**src/rtl/gmii_rx_deframer.sv**
```systemverilog
// GMII receive deframer: strips preamble/SFD, checks FCS, length and RX_ER,
// and streams the frame bytes with end-of-frame status. All outputs registered.
module gmii_rx_deframer #(
  parameter int unsigned MIN_FRAME = 64,
  parameter int unsigned MAX_FRAME = 1518,
  parameter bit          STRIP_FCS = 1'b1
) (
  input  logic       rx_clk,
  input  logic       rst_n,
  input  logic       rx_dv,
  input  logic [7:0] rxd,
  input  logic       rx_er,
  output logic [7:0] m_data,
  output logic       m_valid,
  output logic       m_last,
  output logic       m_err,
  output logic       frame_ok,
  output logic       frame_bad,
  output logic       crc_err
);

  // Holding back the last 4 bytes lets the FCS be dropped without knowing the
  // frame length in advance.
  localparam int unsigned Depth  = STRIP_FCS ? 5 : 1;
  localparam int unsigned LineW  = Depth * 8;
  localparam int unsigned CntW   = $clog2(MAX_FRAME + 2);
  localparam logic [CntW-1:0] CntSat = CntW'(MAX_FRAME + 1);
  localparam logic [31:0] CrcPoly    = 32'hEDB88320;
  localparam logic [31:0] CrcResidue = 32'hDEBB20E3;

  typedef enum logic [2:0] {
    StWaitIdle,
    StIdle,
    StPreamble,
    StData,
    StDrop
  } state_e;

  state_e           state_q, state_d;
  logic [31:0]      crc_q, crc_d;
  logic [CntW-1:0]  cnt_q, cnt_d;
  logic             err_q, err_d;
  logic [LineW-1:0] line_q, line_d;

  logic [7:0] data_q, data_d;
  logic       valid_q, valid_d;
  logic       last_q, last_d;
  logic       merr_q, merr_d;
  logic       ok_q, ok_d;
  logic       bad_q, bad_d;
  logic       crcerr_q, crcerr_d;

  logic       line_full;
  logic       crc_bad;
  logic       frame_err;

  // One byte of reflected CRC-32, LSB first.
  function automatic logic [31:0] crc_byte(input logic [31:0] crc, input logic [7:0] data);
    logic [31:0] c;
    logic [7:0]  d;
    logic        fb;
    c = crc;
    d = data;
    for (int i = 0; i < 8; i++) begin
      fb = c[0] ^ d[0];
      c  = {1'b0, c[31:1]} ^ ({32{fb}} & CrcPoly);
      d  = {1'b0, d[7:1]};
    end
    return c;
  endfunction

  // The count saturates above Depth, so it doubles as the delay-line fill level.
  assign line_full = (cnt_q >= CntW'(Depth));

  // Next-state, datapath and registered-output decode.
  always_comb begin
    state_d   = state_q;
    crc_d     = crc_q;
    cnt_d     = cnt_q;
    err_d     = err_q;
    line_d    = line_q;
    data_d    = 8'h00;
    valid_d   = 1'b0;
    last_d    = 1'b0;
    merr_d    = 1'b0;
    ok_d      = 1'b0;
    bad_d     = 1'b0;
    crcerr_d  = 1'b0;
    crc_bad   = (crc_q != CrcResidue);
    frame_err = crc_bad | err_q | (cnt_q < CntW'(MIN_FRAME)) | (cnt_q > CntW'(MAX_FRAME));

    unique case (state_q)
      StWaitIdle: begin
        if (!rx_dv) state_d = StIdle;
      end
      StIdle: begin
        // RX_DV=0 with RX_ER=1 is false carrier and is ignored here.
        if (rx_dv) state_d = (rxd == 8'h55 && !rx_er) ? StPreamble : StDrop;
      end
      StPreamble: begin
        if (!rx_dv) begin
          bad_d   = 1'b1;
          state_d = StIdle;
        end else if (rx_er) begin
          state_d = StDrop;
        end else if (rxd == 8'hD5) begin
          state_d = StData;
          crc_d   = 32'hFFFF_FFFF;
          cnt_d   = '0;
          err_d   = 1'b0;
          line_d  = '0;
        end else if (rxd != 8'h55) begin
          state_d = StDrop;
        end
      end
      StDrop: begin
        if (!rx_dv) begin
          bad_d   = 1'b1;
          state_d = StIdle;
        end
      end
      StData: begin
        if (rx_dv) begin
          crc_d  = crc_byte(crc_q, rxd);
          if (cnt_q != CntSat) cnt_d = cnt_q + 1'b1;
          err_d  = err_q | rx_er;
          line_d = LineW'({line_q, rxd});
          if (line_full) begin
            valid_d = 1'b1;
            data_d  = line_q[LineW-1 -: 8];
          end
        end else begin
          // End of frame: flush the oldest byte as the last beat, discard the rest.
          if (line_full) begin
            valid_d = 1'b1;
            last_d  = 1'b1;
            data_d  = line_q[LineW-1 -: 8];
            merr_d  = frame_err;
          end
          ok_d     = line_full & ~frame_err;
          bad_d    = ~(line_full & ~frame_err);
          crcerr_d = crc_bad;
          line_d   = '0;
          state_d  = StIdle;
        end
      end
      default: state_d = StWaitIdle;
    endcase
  end

  // State, datapath and output registers with asynchronous reset.
  always_ff @(posedge rx_clk or negedge rst_n) begin
    if (!rst_n) begin
      state_q  <= StWaitIdle;
      crc_q    <= '0;
      cnt_q    <= '0;
      err_q    <= 1'b0;
      line_q   <= '0;
      data_q   <= 8'h00;
      valid_q  <= 1'b0;
      last_q   <= 1'b0;
      merr_q   <= 1'b0;
      ok_q     <= 1'b0;
      bad_q    <= 1'b0;
      crcerr_q <= 1'b0;
    end else begin
      state_q  <= state_d;
      crc_q    <= crc_d;
      cnt_q    <= cnt_d;
      err_q    <= err_d;
      line_q   <= line_d;
      data_q   <= data_d;
      valid_q  <= valid_d;
      last_q   <= last_d;
      merr_q   <= merr_d;
      ok_q     <= ok_d;
      bad_q    <= bad_d;
      crcerr_q <= crcerr_d;
    end
  end

  assign m_data    = data_q;
  assign m_valid   = valid_q;
  assign m_last    = last_q;
  assign m_err     = merr_q;
  assign frame_ok  = ok_q;
  assign frame_bad = bad_q;
  assign crc_err   = crcerr_q;

endmodule
```
**config.mk**
```make
export PLATFORM = sky130hd
export DESIGN_NAME = gmii_rx_deframer
export DESIGN_NICKNAME = d
export VERILOG_FILES = /design/src/rtl/gmii_rx_deframer.sv
export SDC_FILE = /design/constraint.sdc
export NUM_CORES = 1
export LEC_CHECK = 0
export CAP_MARGIN = 20
export CELL_PAD_IN_SITES_DETAIL_PLACEMENT = 1
export CELL_PAD_IN_SITES_GLOBAL_PLACEMENT = 2
export CORE_MARGIN = 4
export CORE_UTILIZATION = 35
export DETAILED_ROUTE_END_ITERATION = 16
export PLACE_DENSITY_LB_ADDON = 0.1
export SYNTH_ARGS = -nofsm -noshare
export SYNTH_HDL_FRONTEND = slang
export SYNTH_SLANG_ARGS = --single-unit
```
**constraint.sdc**
```tcl
create_clock -name rx_clk -period 2.15 [get_ports rx_clk]
set_input_delay 0.43 -clock rx_clk [delete_from_list [all_inputs] [get_ports rx_clk]]
set_output_delay 0.43 -clock rx_clk [all_outputs]
set_load 0.05 [all_outputs]
```
After elaboration in Yosys (flattened, before gate mapping). Index checks and enable logic that the tools add are counted.

Output and inout bits: 14. Register bits after elaboration: 101. Bits of input ports: 12.

Reductions and logical operators: 10. Order comparisons: 3. Muxes and demuxes: 45. Equality and inequality tests: 17. Bitwise logic cells: 23. $add $sub $neg: 1.

Operators by type and width (count): bitwise XOR 31 x 32 -> 32 bit (8); two-way mux 40 bit (4); two-way mux 32 bit (4); case mux 40 bit (2 select lines) (1); case mux 32 bit (2 select lines) (1); two-way mux 11 bit (5); != test 32 bit, second input constant (1); case mux 11 bit (2 select lines) (1); two-way mux 3 bit (7); two-way mux 1 bit (17); two-way mux 8 bit (2); != test 2 bit, second input constant (7); adder 11 x 1 -> 11 bit, second input constant (1); >= comparator 11 x 3 -> 1 bit, second input constant (1); > comparator 11 bit, second input constant (1); less-than comparator 11 x 7 -> 1 bit, second input constant (1); != test 11 bit, second input constant (1); case mux 3 bit (3 select lines) (1); equality test 8 x 7 -> 1 bit, second input constant (1); equality test 8 bit, second input constant (1); != test 8 x 7 -> 1 bit, second input constant (1); bitwise XOR 1 bit (8); equality test 3 x 2 -> 1 bit, second input constant (2); AND reduction 6 bit (1); other kinds (16) (21).

Depth between registers and ports, before layout. Gate-level depths: netlist (run 1).

Depth in word-level cells: 18. Mapped depth: 8.

Worst setup path after synthesis (run 1). OpenSTA, ideal clock, no wires.

Path kind: flip-flop to flip-flop. Start: register crc_q[15]. End: register ok_q, in the netlist frame_ok. Cell stages (with the launch flop): 6. Path buffers: 0. Data required time: 2062 ps. Path slack: 128 ps. Data arrival time: 1934 ps. Setup time: 88 ps. Clock period less this slack: 2022 ps. Cell sequence: dfrtp_1 or4b_1 nor4_1 nand3_1 a2111oi_1 nor3b_1.

Longest elaborated chain between the ends: 8.

Ends and longest elaborated chain: from (decl) (line 40) `logic [31:0] crc_q, crc_d;`; from (signal assigned) (line 168) `crc_q <= crc_d;`; != test 32 bit (line 89) `crc_bad = (crc_q != CrcResidue);`; bitwise OR 1 bit (3 in a row) (line 90) `frame_err = crc_bad | err_q | (cnt_q < CntW'(MIN_FRAME)) | (cnt_q > CntW'(MAX_FRAME));`; inverter 1 bit (line 140) `ok_d = line_full & ~frame_err;`; bitwise AND 1 bit (line 140); two-way mux 1 bit (line 123) `if (rx_dv) begin`; two-way mux 1 bit (line 92) `unique case (state_q)`; named net ok_d (line 49) `logic ok_q, ok_d;`; to (signal assigned) (line 176) `ok_q <= ok_d;`; to (decl) (line 49).

The timed path passes the listed nets, and every way through them passes these cells. A chain may end at the register's enable or synchronous reset.

Worst setup path in the final report (run 1).
Start: register crc_q[15]. End: register crcerr_q, in the netlist crc_err.

Longest elaborated chain between the ends: 3.

Ends and longest elaborated chain: != test 32 bit (line 89); two-way mux 1 bit (line 123); two-way mux 1 bit (line 92); named net crcerr_d (line 51) `logic crcerr_q, crcerr_d;`; to (signal assigned) (line 178) `crcerr_q <= crcerr_d;`; to (decl) (line 51).

The timed path passes the listed nets, and every way through them passes these cells.

==> impl_metrics.ini, run 1 <==
[floorplan]
core_mm2 = 0.0132
num_rows = 42
ios = 26
dieHeight_um = 124
die_w_um = 124
die_area_mm2 = 0.0154
start_util_pct = 35.7

[drt]
vias = 3455
firstDrtPassIters = 4
drc = 0
ant_nets = 0
viasPerCell = 5.06
initialDrtViolationCount = 185
avgRoutedWirePerCell_um = 17.8
wl_mm = 12.1

[synth]
yosysUniqueCellTypes = 49
synthCells = 414
avgSynthCellArea_um2 = 11.4
yosys.area.top_type = dfrtp_1
synthFlopType = dfrtp_1
syn_nets = 428
synth-edff-count = 0
synthTopCellsByArea = dfrtp_1 54%, xnor2_1 7.6%, a22o_1 7.4%
ys.warnings.count = 0
netlist_top_cells_count = 101 x dfrtp_1, 42 x nor2_1, 41 x xnor2_1, 40 x a22o_1, 24 x a21oi_1
yosysSeqAreaShare_pct = 53.6
ys_ff_latch = 101
yosysMostFrequentCell = dfrtp_1
synth_area_mm2 = 0.00471
synth-async-reset-ratio_pct = 100
synth_top_area_share_pct = 53.6

[sta]
hold_viol_final = 0
fin_setup_tns_ns = 0
finalCriticalPeriod_ns = 2.08
rsz0062_at_grt = no
max_freq_ghz = 0.482
layout_setup_ws_ns = 0.0742
maxSlewHeadroom_pct = 66.4
setup_viol = 0
fin_worst_skew_ns = 0.00580
worst_slew_pin_slew_ns = 0.502
fin_crit_sh_pct = 96.5
drv_slew = 0

[power_and_ir_drop]
p_per_area_mw_per_mm2 = 677
ir_drop_mv = 0.419
finalPower_w = 0.00415
leakage_nw = 2.75

[critical_path]
worstPathRequired_ns = 2.38
cp-end-kind = flip-flop
cp_max_fo = 2
cp-start-kind = flip-flop
cp.arrival_ns = 2.30
worstSetupPathType = flip-flop to flip-flop

[place]
dp_hpwl_mm = 8.63
gp_congestion = 0.816
dp_slack_ns = -0.251
port_buffers = 25
placedInstanceArea_mm2 = 0.00575

[global_route]
antenna_found_initial = 0
grt_pass1_wl_mm = 19.9
grt_overflow = 0
grt_pass1_vias = 3650
grt_max_degree = 48
track_usage_pct = 17.1

[layout]
diodes = 0
final_util_pct = 46.4
nNetsFinal = 517
drive_gt1_share_pct = 20.9
final_cell_area_mm2 = 0.00613
fillerInstances = 1408
areaGrowthSynthToFinish_pct = 30.0

[clock_tree]
numCtsBuffers = 9
root_buffer = clkbuf_16
cts_max_level = 3
holdBufCountCts = 0
cts_tree = done
clock_sinks = 101
clk_latency_ns = 0.35
clkTransAtPathRegs_ns = 0.07
clk_path_buf_depth = 2

[hold_path]
hold_class = primary input to async pin

[run]
drv_cap = 0

[outcome]
outcome = complete, no violations
## layer usage
layer  global-route usage, %  routed length [um]  vias to the layer above  part of all wire [%]
met3                    4.59                 394                       10                   3.2
met5                       0                   0                        -                     0
met1                    22.7                5590                     1747                    46
met4                    4.45                 130                        0                   1.1
met2                    28.0                6030                       44                    50
li1                        -                   -                     1654                     -
## final cells by class
| type | instances | area (um^2) | area share [%] |
|---|---|---|---|
| repair buffers | 100 | 898 | 14.7 |
| clock inverters | 6 | 87.6 | 1.43 |
| inverters | 2 | 7.51 | 0.123 |
| clock buffers | 9 | 225 | 3.68 |
| well taps | 176 | 220 | 3.59 |
| multi-input cells | 289 | 2160 | 35.3 |
| flip-flops and latches | 101 | 2530 | 41.3 |
## stage by stage
stage / hold WS [ns] / instances
after floorplan: 0.134 / 414
after global placement: 0.401 / 666
after detailed placement: 0.398 / 666
after CTS: 0.0158 / 682
after global routing: 0.0285 / 683
final: 0.0126 / 683
## registers in the layout, summed over array words and instances (netlist names), 3 cells and up
signal,cells
state_q,3
crc_q,32
m_data,8
line_q,40
cnt_q,11
## logic make-up after synthesis
logic type      Yosys count  share of synthesized area [%]
simple gates            105                           11.7
compound gates          112                           17.1
xor+xnor                 70                           15.1
fa+ha+maj                 2                          0.531
flops                   101                           53.6
buf+inv                  24                           1.96
## critical path: stages (launching register included)
cell and delay, ns:
dfrtp_1 0.39, or4b_4 0.57, nor4_4 0.30, nand3_2 0.16, buf_4 0.18, buf_4 0.12
buf_4 0.12, nor3b_1 0.13
## where the power goes
group	switching (W)	total (W)	internal, W
Combinational	0.000237	0.000480	0.000243
Sequential	0.0000166	0.00193	0.00191
Clock	0.000722	0.00174	0.00102
## cells in the final DEF, fill, tap and decap left out, drive strengths merged, types with 6 or more instances in the layout
master,instances
xnor2,44
a31oi,10
o21ai,12
xor2,25
nand3,6
clkbuf,9
clkdlybuf4s50,24
nand2,13
nor2,42
dfrtp,101
buf,76
and2,10
a21oi,24
a22o,40
## path summary, 6_finish.rpt
path	start	end	slack [ns]	depth (start not counted)
setup / recovery	crc_q[15]$_DFFE_PN0P_	crc_err$_DFF_PN0_	0.07	7
hold / removal	rst_n	cnt_q[7]$_DFFE_PN0P_	0.01	1
max in group asynchronous	rst_n	line_q[34]$_DFFE_PN0P_	1.57	2
hold reg to reg	line_q[37]$_DFFE_PN0P_	m_data[5]$_DFF_PN0_	0.50	1
setup reg to reg	crc_q[15]$_DFFE_PN0P_	crc_err$_DFF_PN0_	0.07	7
min in group rx_clk	line_q[37]$_DFFE_PN0P_	m_data[5]$_DFF_PN0_	0.50	1
## what timing repair did
item | in CTS | in global routing
setup endpoints to repair | 3 | 2
pin swaps | 2 | 1
setup buffers | 1 | 1
gates resized for setup | 3 | 5
No activity file was read; power rests on OpenSTA's default activity.
==> inputs of run 2 (changes only) <==
--- a/config.mk
+++ b/config.mk
@@ -5,11 +5,12 @@
 export SDC_FILE = /design/constraint.sdc
 export NUM_CORES = 1
 export LEC_CHECK = 0
+export ABC_AREA = 1
 export CAP_MARGIN = 20
 export CELL_PAD_IN_SITES_DETAIL_PLACEMENT = 1
 export CELL_PAD_IN_SITES_GLOBAL_PLACEMENT = 2
 export CORE_MARGIN = 4
-export CORE_UTILIZATION = 35
+export CORE_UTILIZATION = 33
 export DETAILED_ROUTE_END_ITERATION = 16
 export PLACE_DENSITY_LB_ADDON = 0.1
 export SYNTH_ARGS = -nofsm -noshare
==> run 2 against run 1 <==
Via count up 40%. Global-route usage up 1.0 points. Clock skew up 0.0069 ns. Largest cell class unchanged. Highest routed layer unchanged.
==> impl_metrics.ini, run 2 <==
[critical_path]
worstSetupEndpoint = crc_q[23]$_DFFE_PN0P_
worstSetupPathType = primary input to flip-flop
worstRegToRegCells = 9
startpoint = rxd[1]
r2r-end = line_q[35]$_DFFE_PN0P_
cpMostUsedCell = nand2_1
cp_slowest_cell = clkdlybuf4s50_1
cp-end-kind = flip-flop
worstPathRequired_ns = 2.40
r2r_setup_slack_ns = 0.26
cp.arrival_ns = 2.20
max_stage_delay_ns = 0.45
cp-start-kind = primary input
crit_buf_inv = 3
cp_max_fo = 5
crit_cells = 13
path_delay_family = simple AND/OR/NAND/NOR gates
path_cells = clkdlybuf4s50_1 -> inv_1 -> nand2_1 -> nand2_1 -> nand2_1 -> nand2_1 -> nand3_1 -> nand2_2 -> nand2_1 -> nand3_1 -> nand3_1 -> nand2_1 -> inv_1
regToRegStartpoint = state_q[1]$_DFFE_PN0P_

[synth]
synthXorXnorAreaFrac_pct = 7.59
synth_area_mm2 = 0.00550
synthSimpleGateAreaFrac_pct = 24.7
netlist_top_cells_count = 160 x nand2_1, 125 x inv_1, 101 x dfrtp_1, 51 x o22ai_1, 49 x nor2_1
synth_top_family_by_area = simple AND/OR/NAND/NOR gates
synth-compound-area-share_pct = 10.4
synthFlopType = dfrtp_1
synth_top_area_share_pct = 45.9
avgSynthCellArea_um2 = 7.90
synthCells = 697
synth-edff-count = 0
synthTopCellsByArea = dfrtp_1 46%, nand2_1 11%, inv_1 8.5%
syn_nets = 711
yosysUniqueCellTypes = 38
ys.warnings.count = 0
yosysMostFrequentCell = nand2_1
synth.area.mux_share_pct = 0
ys_ff_latch = 101
yosysSeqAreaShare_pct = 45.9
synthAdderAreaFrac_pct = 0.455
yosys.area.top_type = dfrtp_1
synth-async-reset-ratio_pct = 100

[layout]
top_register = line_q
fillerInstances = 2016
nNetsFinal = 799
mostFrequentLayoutCells = 159 x nand2_1, 125 x inv_1, 101 x dfrtp_1, 65 x buf_4, 51 x o22ai_1
drive_gt1_share_pct = 14.2
final_common_cell = nand2_1
areaGrowthSynthToFinish_pct = 23.8
multi_input_comb_area_mm2 = 0.00238
regArea_mm2 = 0.00253
diodes = 0
reg_top3 = line_q x40, crc_q x32, cnt_q x11
largest_reg_flops = 40

[power_and_ir_drop]
ir_drop_mv = 0.412
p_per_area_mw_per_mm2 = 751
leakage_nw = 3.58

[sta]
max_freq_ghz = 0.512
worst_slew_pin_slew_ns = 0.573
finalCriticalPeriod_ns = 1.95
fin_crit_sh_pct = 90.8
setup_viol = 0
maxSlewHeadroom_pct = 61.8
fin_setup_tns_ns = 0
holdWs_ns = 0.121
drv_slew = 0
hold_viol_final = 0
rsz0062_at_grt = no
fin_worst_skew_ns = 0.0127

[clock_tree]
ctsResizeCount = 0
holdBufCountCts = 0
cts_setup_buffers = 0
cts_tree = done
clkTransAtPathRegs_ns = 0.08
clk_path_buf_depth = 2
numCtsBuffers = 9
clk_latency_ns = 0.36
root_buffer = clkbuf_16
clock_sinks = 101
cts_max_level = 3

[floorplan]
die_area_mm2 = 0.0188
core_mm2 = 0.0161
dieHeight_um = 137
num_rows = 46
start_util_pct = 34.2
ios = 26
die_w_um = 137

[drt]
viasPerCell = 4.82
drc = 0
firstDrtPassIters = 4
avgRoutedWirePerCell_um = 15.8
ant_nets = 0
vias = 4844
initialDrtViolationCount = 210
wl_mm = 15.9

[run]
drv_cap = 0

[place]
gp_congestion = 0.816
port_buffers = 25
dp_hpwl_mm = 11.9

[outcome]
outcome = complete, no violations

[hold_path]
hold_class = primary input to async pin

[global_route]
grt_overflow = 0
grt_pass1_wl_mm = 26.4
track_usage_pct = 18.2
grt_max_degree = 102
antenna_found_initial = 0
grt_pass1_vias = 5120
==> run 2: cell types whose count changed after synthesis, moves of 9 or more <==
cell	previous run	this run
a21oi_1	24	9
o21ai_0	12	25
xor2_1	21	40
o22ai_1	0	51
nor3_1	2	13
xnor2_1	41	4
nand3_1	6	44
inv_1	2	125
clkbuf_1	16	4
and2_1	10	1
a22o_1	40	0
nand2_1	13	160
a31oi_1	10	0
==> run 2: worst min path at each step <==
stage,from,end,cells past startpoint
floorplan,rst_n,cnt_q[0]$_DFFE_PN0P_,0
global placement,line_q[32]$_DFFE_PN0P_,m_data[0]$_DFF_PN0_,2
detailed placement,line_q[39]$_DFFE_PN0P_,m_data[7]$_DFF_PN0_,2
CTS,rst_n,m_data[4]$_DFF_PN0_,2
global route,rst_n,line_q[32]$_DFFE_PN0P_,2
finish,rst_n,m_data[4]$_DFF_PN0_,2
==> run 2: metrics by stage <==
stage	utilization, %	setup slack (ns)	power (W)	instance area (um^2)	cells
4_1_cts	42.3	0.189	0.00521	6810	1006
3_3_place_gp	40.4	-0.142	0.00343	6510	990
2_1_floorplan	-	0.535	0.00296	5500	697
5_1_grt	42.3	0.0450	0.00546	6820	1006
6_report	42.3	0.197	0.00512	6820	1006
3_5_place_dp	40.4	-0.185	0.00347	6510	990
==> run 2: cell type report <==
cell class                      instances  area share (%)
Sequential cell                       101            37.1
Clock buffer                            9            3.30
Tap cell                              216            3.96
Multi-Input combinational cell        449            34.9
Inverter                              129            7.10
Timing Repair Buffer                   95            12.4
Clock inverter                          7            1.19
==> run 2: where the power goes <==
group | switching [W] | leakage [nW] | internal (W)
Sequential | 0.000110 | 1.14 | 0.00209
Clock | 0.000856 | 0.150 | 0.000836
Combinational | 0.000751 | 2.28 | 0.000484
Total | 0.00172 | 3.58 | 0.00341
==> run 2: logic make-up (layout without fill, tap and decap cells) <==
| family | count (synthesis) | after routing |
|---|---|---|
| buf+inv | 147 | 240 |
| compound gates | 97 | 97 |
| flops | 101 | 101 |
| simple gates | 304 | 304 |
| xor+xnor | 46 | 46 |
| fa+ha+maj | 2 | 2 |
==> run 2: routing by layer <==
layer	global-route usage, %	up-vias	wire length [um]
li1	-	2384	-
met5	0	-	0
met2	29.8	63	7430
met3	3.27	19	525
met1	24.6	2378	7630
met4	5.27	0	278
